$ cat config.mk
export PLATFORM = sky130hd
export DESIGN_NAME = lab4_net_param_bus_net
export DESIGN_NICKNAME = d
export VERILOG_FILES = /design/src/rtl/lab4_net_param_bus_net.sv
export SDC_FILE = /design/constraint.sdc
export NUM_CORES = 1
export LEC_CHECK = 0
export CAP_MARGIN = 10
export CORE_MARGIN = 1.5
export CORE_UTILIZATION = 52
export DETAILED_ROUTE_END_ITERATION = 6
export PLACE_DENSITY = 0.87
export SYNTH_ARGS = -nofsm -noshare
export SYNTH_HDL_FRONTEND = slang
export SYNTH_SLANG_ARGS = --single-unit
$ cat constraint.sdc
create_clock -name clk -period 3.29 [get_ports clk]
set_input_delay 0.329 -clock clk [delete_from_list [all_inputs] [get_ports clk]]
set_output_delay 0.329 -clock clk [all_outputs]
set_load 0.02 [all_outputs]
$ cat src/rtl/lab4_net_param_bus_net.sv
// lab4_net_param_bus_net
//
// N-port shared-bus message network. Every cycle a round-robin arbiter picks
// at most one input whose destination queue has room. That message moves over
// the single bus into the tail of the per-output FIFO named by its header
// dest field. Each output FIFO drains independently through its own
// val/rdy handshake.
//
// Header layout is {opaque, src, dest}, with dest in the LSBs. The network
// never modifies the header.
//
// Ports:
//   clk             rising-edge clock
//   reset           asynchronous, active-low reset (0 = in reset)
//   in_val          per-input valid
//   in_rdy          per-input ready; one-hot (the granted port) or zero
//   in_msg_hdr      packed input headers, port i in slice i
//   in_msg_payload  packed input payloads, port i in slice i
//   out_val         per-output valid (queue not empty)
//   out_rdy         per-output ready
//   out_msg_hdr     packed head-of-queue headers
//   out_msg_payload packed head-of-queue payloads
module lab4_net_param_bus_net #(
  parameter int p_num_ports     = 4,
  parameter int p_payload_nbits = 32,
  parameter int p_opaque_nbits  = 8,
  parameter int p_queue_depth   = 2,
  localparam int c_id_nbits     = $clog2(p_num_ports),
  localparam int c_hdr_nbits    = p_opaque_nbits + 2*c_id_nbits
) (
  input  logic                                 clk,
  input  logic                                 reset,
  input  logic [p_num_ports-1:0]               in_val,
  output logic [p_num_ports-1:0]               in_rdy,
  input  logic [p_num_ports*c_hdr_nbits-1:0]   in_msg_hdr,
  input  logic [p_num_ports*p_payload_nbits-1:0] in_msg_payload,
  output logic [p_num_ports-1:0]               out_val,
  input  logic [p_num_ports-1:0]               out_rdy,
  output logic [p_num_ports*c_hdr_nbits-1:0]   out_msg_hdr,
  output logic [p_num_ports*p_payload_nbits-1:0] out_msg_payload
);

  localparam int c_cnt_nbits = $clog2(p_queue_depth + 1);
  localparam int c_idx_nbits = (p_queue_depth > 1) ? $clog2(p_queue_depth) : 1;
  // Storage is rounded up to a power of two so head/tail index it exactly;
  // slots at or beyond p_queue_depth are never written.
  localparam int c_slots     = 1 << c_idx_nbits;
  localparam logic [c_cnt_nbits-1:0] c_depth = c_cnt_nbits'(p_queue_depth);
  localparam logic [c_idx_nbits-1:0] c_last  = c_idx_nbits'(p_queue_depth - 1);

  logic [c_id_nbits-1:0]      ptr;
  logic [c_cnt_nbits-1:0]     count [p_num_ports];
  logic [c_idx_nbits-1:0]     head  [p_num_ports];
  logic [c_idx_nbits-1:0]     tail  [p_num_ports];
  logic [c_hdr_nbits-1:0]     hdr_mem [p_num_ports][c_slots];
  logic [p_payload_nbits-1:0] pay_mem [p_num_ports][c_slots];

  logic [c_id_nbits-1:0]      dest [p_num_ports];
  logic [p_num_ports-1:0]     cand;
  logic [c_id_nbits-1:0]      rr_idx;
  logic                       grant_vld;
  logic [c_id_nbits-1:0]      grant_id;
  logic [c_id_nbits-1:0]      grant_dest;
  logic [c_hdr_nbits-1:0]     grant_hdr;
  logic [p_payload_nbits-1:0] grant_pay;
  logic [p_num_ports-1:0]     enq;
  logic [p_num_ports-1:0]     deq;

  // Candidate check uses the registered count only, so a same-cycle dequeue
  // never frees a slot and out_rdy stays out of the in_rdy path.
  always_comb begin
    for (int i = 0; i < p_num_ports; i++) begin
      dest[i] = in_msg_hdr[i*c_hdr_nbits +: c_id_nbits];
      cand[i] = in_val[i] && (count[dest[i]] < c_depth);
    end
  end

  // Round-robin search starting at ptr; the index wraps naturally because
  // p_num_ports is a power of two.
  always_comb begin
    grant_vld = 1'b0;
    grant_id  = '0;
    rr_idx    = ptr;
    for (int k = 0; k < p_num_ports; k++) begin
      rr_idx = ptr + c_id_nbits'(k);
      if (!grant_vld && cand[rr_idx]) begin
        grant_vld = 1'b1;
        grant_id  = rr_idx;
      end
    end
  end

  assign grant_dest = dest[grant_id];
  assign grant_hdr  = in_msg_hdr[grant_id*c_hdr_nbits +: c_hdr_nbits];
  assign grant_pay  = in_msg_payload[grant_id*p_payload_nbits +: p_payload_nbits];

  // Ready is forced low while reset is asserted so no handshake is seen
  // during reset even though the arbiter inputs may look valid.
  assign in_rdy = (reset && grant_vld) ? (p_num_ports'(1) << grant_id) : '0;

  always_comb begin
    for (int j = 0; j < p_num_ports; j++) begin
      enq[j] = grant_vld && (grant_dest == c_id_nbits'(j));
      deq[j] = out_val[j] && out_rdy[j];
    end
  end

  always_ff @(posedge clk or negedge reset) begin
    if (!reset) begin
      ptr <= '0;
      for (int j = 0; j < p_num_ports; j++) begin
        count[j] <= '0;
        head[j]  <= '0;
        tail[j]  <= '0;
        for (int s = 0; s < c_slots; s++) begin
          hdr_mem[j][s] <= '0;
          pay_mem[j][s] <= '0;
        end
      end
    end else begin
      if (grant_vld) begin
        ptr <= grant_id + 1'b1;
      end
      for (int j = 0; j < p_num_ports; j++) begin
        if (enq[j]) begin
          hdr_mem[j][tail[j]] <= grant_hdr;
          pay_mem[j][tail[j]] <= grant_pay;
          tail[j] <= (tail[j] == c_last) ? '0 : tail[j] + 1'b1;
        end
        if (deq[j]) begin
          head[j] <= (head[j] == c_last) ? '0 : head[j] + 1'b1;
        end
        count[j] <= count[j] + c_cnt_nbits'(enq[j]) - c_cnt_nbits'(deq[j]);
      end
    end
  end

  // Outputs come straight from registers.
  for (genvar j = 0; j < p_num_ports; j++) begin : g_out
    assign out_val[j] = (count[j] != '0);
    assign out_msg_hdr[j*c_hdr_nbits +: c_hdr_nbits]             = hdr_mem[j][head[j]];
    assign out_msg_payload[j*p_payload_nbits +: p_payload_nbits] = pay_mem[j][head[j]];
  end

endmodule

# Yosys cells after proc, flatten, opt, wreduce, memory -nomap -nowiden

Cells that the tools add are included.
Widths: inputs -> output; s select.

$add $sub $neg: 20
Multiply operators: 1
Order comparisons: 25
Eq/ne operators: 3
Shifts and indexed selects: 3
Mux-type cells: 88
Bitwise gates (word level): 13
Reductions and logical operators: 28

Operators by type and width:

| cell                | count |
|---|---|
| $mux 32             | 16 |
| $bwmux 64           | 4 |
| $mux 12             | 16 |
| $demux 32 s1        | 4 |
| $shiftx 128x8->32   | 1 |
| $bwmux 24           | 4 |
| $demux 12 s1        | 4 |
| $shiftx 48x7->12    | 1 |
| $mux 2              | 14 |
| $bmux 2 s2          | 5 |
| $logic_and 1x1->1   | 20 |
| $ge 2x2->1 const B  | 8 |
| $mux 1              | 16 |
| $not 1->2           | 8 |
| $ge 3x3->1 const B  | 5 |
| $not 2->3           | 5 |
| $lt 2x3->1 const B  | 4 |
| $add 1x1->1 const B | 8 |
| $add 2x1->2         | 4 |
| $bmux 1 s2          | 4 |
| $lt 2x1->1 const B  | 4 |
| $lt 2x2->1 const B  | 4 |
| $reduce_bool 2->1   | 4 |
| $sub 2x1->2         | 4 |
| 9 further kinds     | 14 |

Register bits: 370
Input bits: 186
Output and inout bits: 184

# Longest topological paths before layout

Depth in word-level cells: 26
Gate-level depth with buffers: 14

# Worst setup path after synthesis

No wires, ideal clock.

Path type: flip-flop to flip-flop
Start point: register count[1] in the netlist's numbering
End point: register count[5] in the netlist's numbering
Library setup time: 124 ps
Arrival time: 2774 ps
Required time: 3166 ps
Slack: 392 ps
Stages on the path, launching flop included: 13
Buffers on the path: 1
Cells stage by stage: dfrtp_1 -> mux4_2 -> nor2b_2 -> nor2_1 -> a31oi_4 -> buf_6 -> mux2i_1 -> a22oi_1 -> ha_1 -> inv_1 -> ha_1 -> xnor2_1 -> xnor2_1

Cells in the longest elaborated chain, start to end: 25
Elaborated cells on any way between the ends: 50
Classes of those cells: add/sub: 2; order compare: 4; eq/ne: 1; mux: 31; bitwise: 1; reduce/logical: 11

RTL lines:

| what                                       | line | source |
|---|---|---|
| start, declared                            | 52   | `logic [c_cnt_nbits-1:0] count [p_num_ports];` |
| start signal, assigned by index            | 133  | `count[j] <= count[j] + c_cnt_nbits'(enq[j]) - c_cnt_nbits'(deq[j]);` |
| $bmux 2 s2                                 | 74   | `cand[i] = in_val[i] && (count[dest[i]] < c_depth);` |
| $mux 2 (implied by the code) (2 in series) | 74   |  |
| $lt 2x2->1                                 | 74   |  |
| $logic_and 1x1->1                          | 74   |  |
| $bmux 1 s2                                 | 86   | `if (!grant_vld && cand[rr_idx]) begin` |
| $mux 1 (implied by the code)               | 86   |  |
| $mux 1                                     | 86   |  |
| $logic_not 1->1                            | 86   |  |
| [... 7 more ...]                           | n/a  |  |
| $mux 2                                     | 86   |  |
| $not 2->3 (implied by the code)            | 93   | `assign grant_dest = dest[grant_id];` |
| $bmux 2 s2                                 | 93   |  |
| $mux 2 (implied by the code) (2 in series) | 93   |  |
| $eq 2x1->1                                 | 103  | `enq[j] = grant_vld && (grant_dest == c_id_nbits'(j));` |
| $logic_and 1x1->1 *                        | 103  |  |
| $add 2x1->2 *                              | 133  |  |
| $sub 2x1->2 *                              | 133  |  |

Mark *: on every way between the ends. The rest lies on a longest branch, timed or not. The select of a mux whose other input is x is not followed.
A chain may end at the register's enable or synchronous reset.

# Worst setup path in the final report

Start point: register count[1] in the netlist's numbering
End point: output in_rdy[1]

Cells in the longest elaborated chain, start to end: 19
Elaborated cells on any way between the ends: 45
Classes of those cells: order compare: 4; shift: 1; mux: 29; reduce/logical: 11

RTL lines:

| what                                                    | line | source |
|---|---|---|
| $bmux 2 s2                                              | 74   |  |
| $mux 2 (implied by the code) (2 in series)              | 74   |  |
| $lt 2x2->1                                              | 74   |  |
| $logic_and 1x1->1                                       | 74   |  |
| $bmux 1 s2                                              | 86   |  |
| $mux 1 (implied by the code)                            | 86   |  |
| $mux 1                                                  | 86   |  |
| $logic_not 1->1                                         | 86   |  |
| [... 2 more ...]                                        | n/a  |  |
| $logic_not 1->1                                         | 86   |  |
| $logic_and 1x1->1                                       | 86   |  |
| $mux 1                                                  | 86   |  |
| $logic_not 1->1                                         | 86   |  |
| $logic_and 1x1->1                                       | 86   |  |
| $mux 2 / $mux 1 (equally long branches)                 | 86   |  |
| $shl 1x2->4 / $logic_and 1x1->1 (equally long branches) | 99   | `assign in_rdy = (reset && grant_vld) ? (p_num_ports'(1) << grant_id) : '0;` |
| $mux 4 *                                                | 99   |  |
| end, declared                                           | 34   | `output logic [p_num_ports-1:0] in_rdy,` |

Marked as above.

==> metrics.md <==
| Metric | Value |
|---|---|
| Setup Slack @ Placement | `-421 ps` |
| Synth Warn # | `0` |
| Part of the Yosys area used for sequential elements | `0.511` |
| Vias in the first global route | `13.0k` |
| Filler cells | `2310` |
| Slew HR | `0.310` |
| Routed len/inst | `22.0 um` |
| Fmax | `312 MHz` |
| Final WL | `46.9 mm` |
| Most common cell after layout, fill and taps aside | `mux2_2` |
| Root buffer cell | `clkbuf_16` |
| Crit-path max FO | `7` |
| Skew final | `17.7 ps` |
| H-tree levels | `2` |
| Sequential Power Share | `0.282` |
| Final critical-path share of the clock period | `0.974` |
| N_diodes | `0` |
| CTS tree | `built` |
| Placed insts | `2060` |
| Leak Pwr | `10.2 nW` |
| First-pass GRT wire length | `73.2 mm` |
| Seq. cell area | `9270 sq um` |
| CP startpoint kind | `register` |
| Total grt overflow | `0` |
| Post-layout power | `29.2 mW` |
| Routed vias/inst | `5.48` |
| Initial Util | `0.527` |
| Outcome | `complete, no violations` |
| Initial antenna violation count | `0` |
| Crit Path Category | `reg2out` |
| Clock network fraction of total power | `0.144` |
| Layout cell share with drive strength beyond 1 | `0.374` |
| #FFs+latches synth | `370` |
| Post-DP Area | `22800 sq um` |
| Psw | `11.0 mW` |
| Asr flop ratio synth | `1.00` |
| CTS sink cnt | `370` |
| Max Cap Viol | `0` |
| Largest net degree at the start of global routing | `181` |
| Cell Area, Synth | `18100 sq um` |
| Nets | `1847` |
| Endpoint class of the critical path | `primary output` |
| Fin area | `24100 sq um` |
| CTS Buf Count | `40` |
| Placement Rows | `68` |
| GRT Total Usage | `0.262` |
| Slew @ Worst Pin | `1040 ps` |
| DR DRC count | `0` |
| Die height | `190 um` |
| Gate power share | `0.573` |
| Final Hold Fails | `0` |
| Post-synthesis average cell area | `14.8 sq um` |
| P_int | `18.2 mW` |
| Multi-input gate area | `8330 sq um` |
| Post-synth EDFFs | `0` |
| # setup viols final | `0` |
| Worst hold path type | `in2async` |
| Power Density | `1210 nW/um^2` |
| Ports | `370` |
| Port Buffer Count | `369` |
| Fin crit period | `3210 ps` |
| Final Worst Setup Slack | `84.4 ps` |
| Most frequent cells in the layout | `mux2_2 (414), clkdlybuf4s50_1 (364), dfrtp_1 (362)` |
| Clock transition at path regs | `70 ps` |
| Core ar. | `34400 sq um` |
| Area grow syn2layout | `32.9%` |
| Clock buffer depth | `3` |
| Max rail drop VDD | `0.849 mV` |
| GP Congestion | `0.858` |
| Die width | `190 um` |
| Critical path required time | `2960 ps` |
| Final core utilization | `0.700` |
| Max Slew Vio Count | `0` |
| Net Sw Frac | `0.377` |
| Synth Instances | `1226` |
| Die ar. | `35900 sq um` |
| Post-detailed-route count of antenna-violating nets | `0` |
| Post-Syn Nets | `1424` |
| Non-Filler Instances | `2127` |
| Clk_lat worst skew | `520 ps` |
| Synth Flop Type | `dfrtp_1` |
| DRT iter0 DRCs | `489` |
| Post-DP HPWL | `32.3 mm` |
| RSZ-0062 raised after global routing | `no` |
| Via count | `11.7k` |
| Initial DRT Pass Iterations | `4` |
| CP arrival | `2880 ps` |
| Post-synth cell types | `39` |
[cell usage after synthesis, types with 3 or more instances]
library cell | number | area, sq um
xor2_1 | 4 | 35.0
and3_1 | 4 | 25.0
clkbuf_1 | 12 | 45.0
buf_1 | 9 | 33.8
mux2i_1 | 134 | 1340
buf_2 | 12 | 60.1
buf_6 | 24 | 270
nand2b_1 | 15 | 93.8
and2_1 | 8 | 50.1
mux2_4 | 37 | 556
nand2_1 | 10 | 37.5
nor2b_1 | 6 | 37.5
mux2_2 | 414 | 4660
ha_1 | 12 | 150
a22oi_1 | 5 | 37.5
nor2_1 | 14 | 52.6
or2_2 | 8 | 50.1
mux2_1 | 66 | 743
buf_4 | 16 | 120
xnor2_1 | 12 | 105
a32o_1 | 3 | 30.0
inv_1 | 10 | 37.5
dfrtp_1 | 370 | 9260
[final cells by class]
class,count,area share
Sequential cell,370,0.385
Clock buffer,56,0.0475
Tap cell,455,0.0237
Inverter,11,0.00172
Multi-Input combinational cell,772,0.346
Timing Repair Buffer,454,0.193
Clock inverter,9,0.00302
[repair_timing]
action / CTS / global route
buffers inserted: 0 / 1
endpoints found under the hold margin: 40 / 0
endpoints found under the setup margin: 4 / 56
pin swaps: 0 / 0
resized for setup: 4 / 10
hold buffers: 1 / 0
[through the flow]
step                      setup TNS [ps]  hold WS, ps
final                                  0          301
after global routing                   0          329
after CTS                              0          303
after detailed placement          -67090          248
after global placement            -32660          237
after floorplan                        0         33.4
[registers in the layout, summed over array words and instances, names as in the netlist]
register,cells
count,8
hdr_mem,96
head,4
ptr,2
pay_mem,256
tail,4
[worst max-delay path: stages (launching register included)]
cell             delay, ps
dfrtp_2                450
mux4_2                 510
nand2b_4               180
a21oi_1                180
o221a_4                230
buf_4                  170
ha_1                   160
and3_1                 170
clkdlybuf4s15_1        310
[metal layers]
metal  wire length, um  share of wire  vias to the layer above  global-route usage
met5                 0              0                        -                   0
met4               976          0.021                        0              0.0626
met3              2500          0.053                       63              0.0469
met2             24300           0.52                      346               0.479
met1             19100           0.41                     5971               0.321
li1                  -              -                     5275                   -
[cell families (layout without fill, tap and decap cells)]
family,count (synthesis),count (layout),synth area share
XOR/XNOR,16,16,0.00774
adder cells (fa/ha/maj),12,12,0.00829
AO/OA/AOI/OAI,22,22,0.0142
buffers and inverters,84,530,0.0315
multiplexers,653,653,0.406
flip-flops,370,370,0.511
AND/OR/NAND/NOR,69,69,0.0211
[path summary, 6_finish.rpt]
kind | startpoint | to | slack, ps | cells past startpoint
worst max register to register | count[1] | pay_mem[84] | 130 | 8
worst min-delay path | reset | pay_mem[80] | 300 | 2
worst max-delay path | count[1] | in_rdy[1] | 80 | 8
min in group clk | hdr_mem[60] | hdr_mem[60] | 460 | 1
worst min register to register | hdr_mem[60] | hdr_mem[60] | 460 | 1
max in group asynchronous | reset | pay_mem[38] | 1670 | 3
[power groups by stage]
stage	Combinational [mW]	Clock, mW	Sequential, mW
5_1_grt	17.7	4.47	8.53
3_5_place_dp	16.7	0	8.25
3_3_place_gp	16.4	0	8.05
6_report	16.7	4.21	8.24
2_1_floorplan	10.5	0	7.68
4_1_cts	16.9	4.29	8.22
Note: power is estimated with default switching activity, not from simulation.
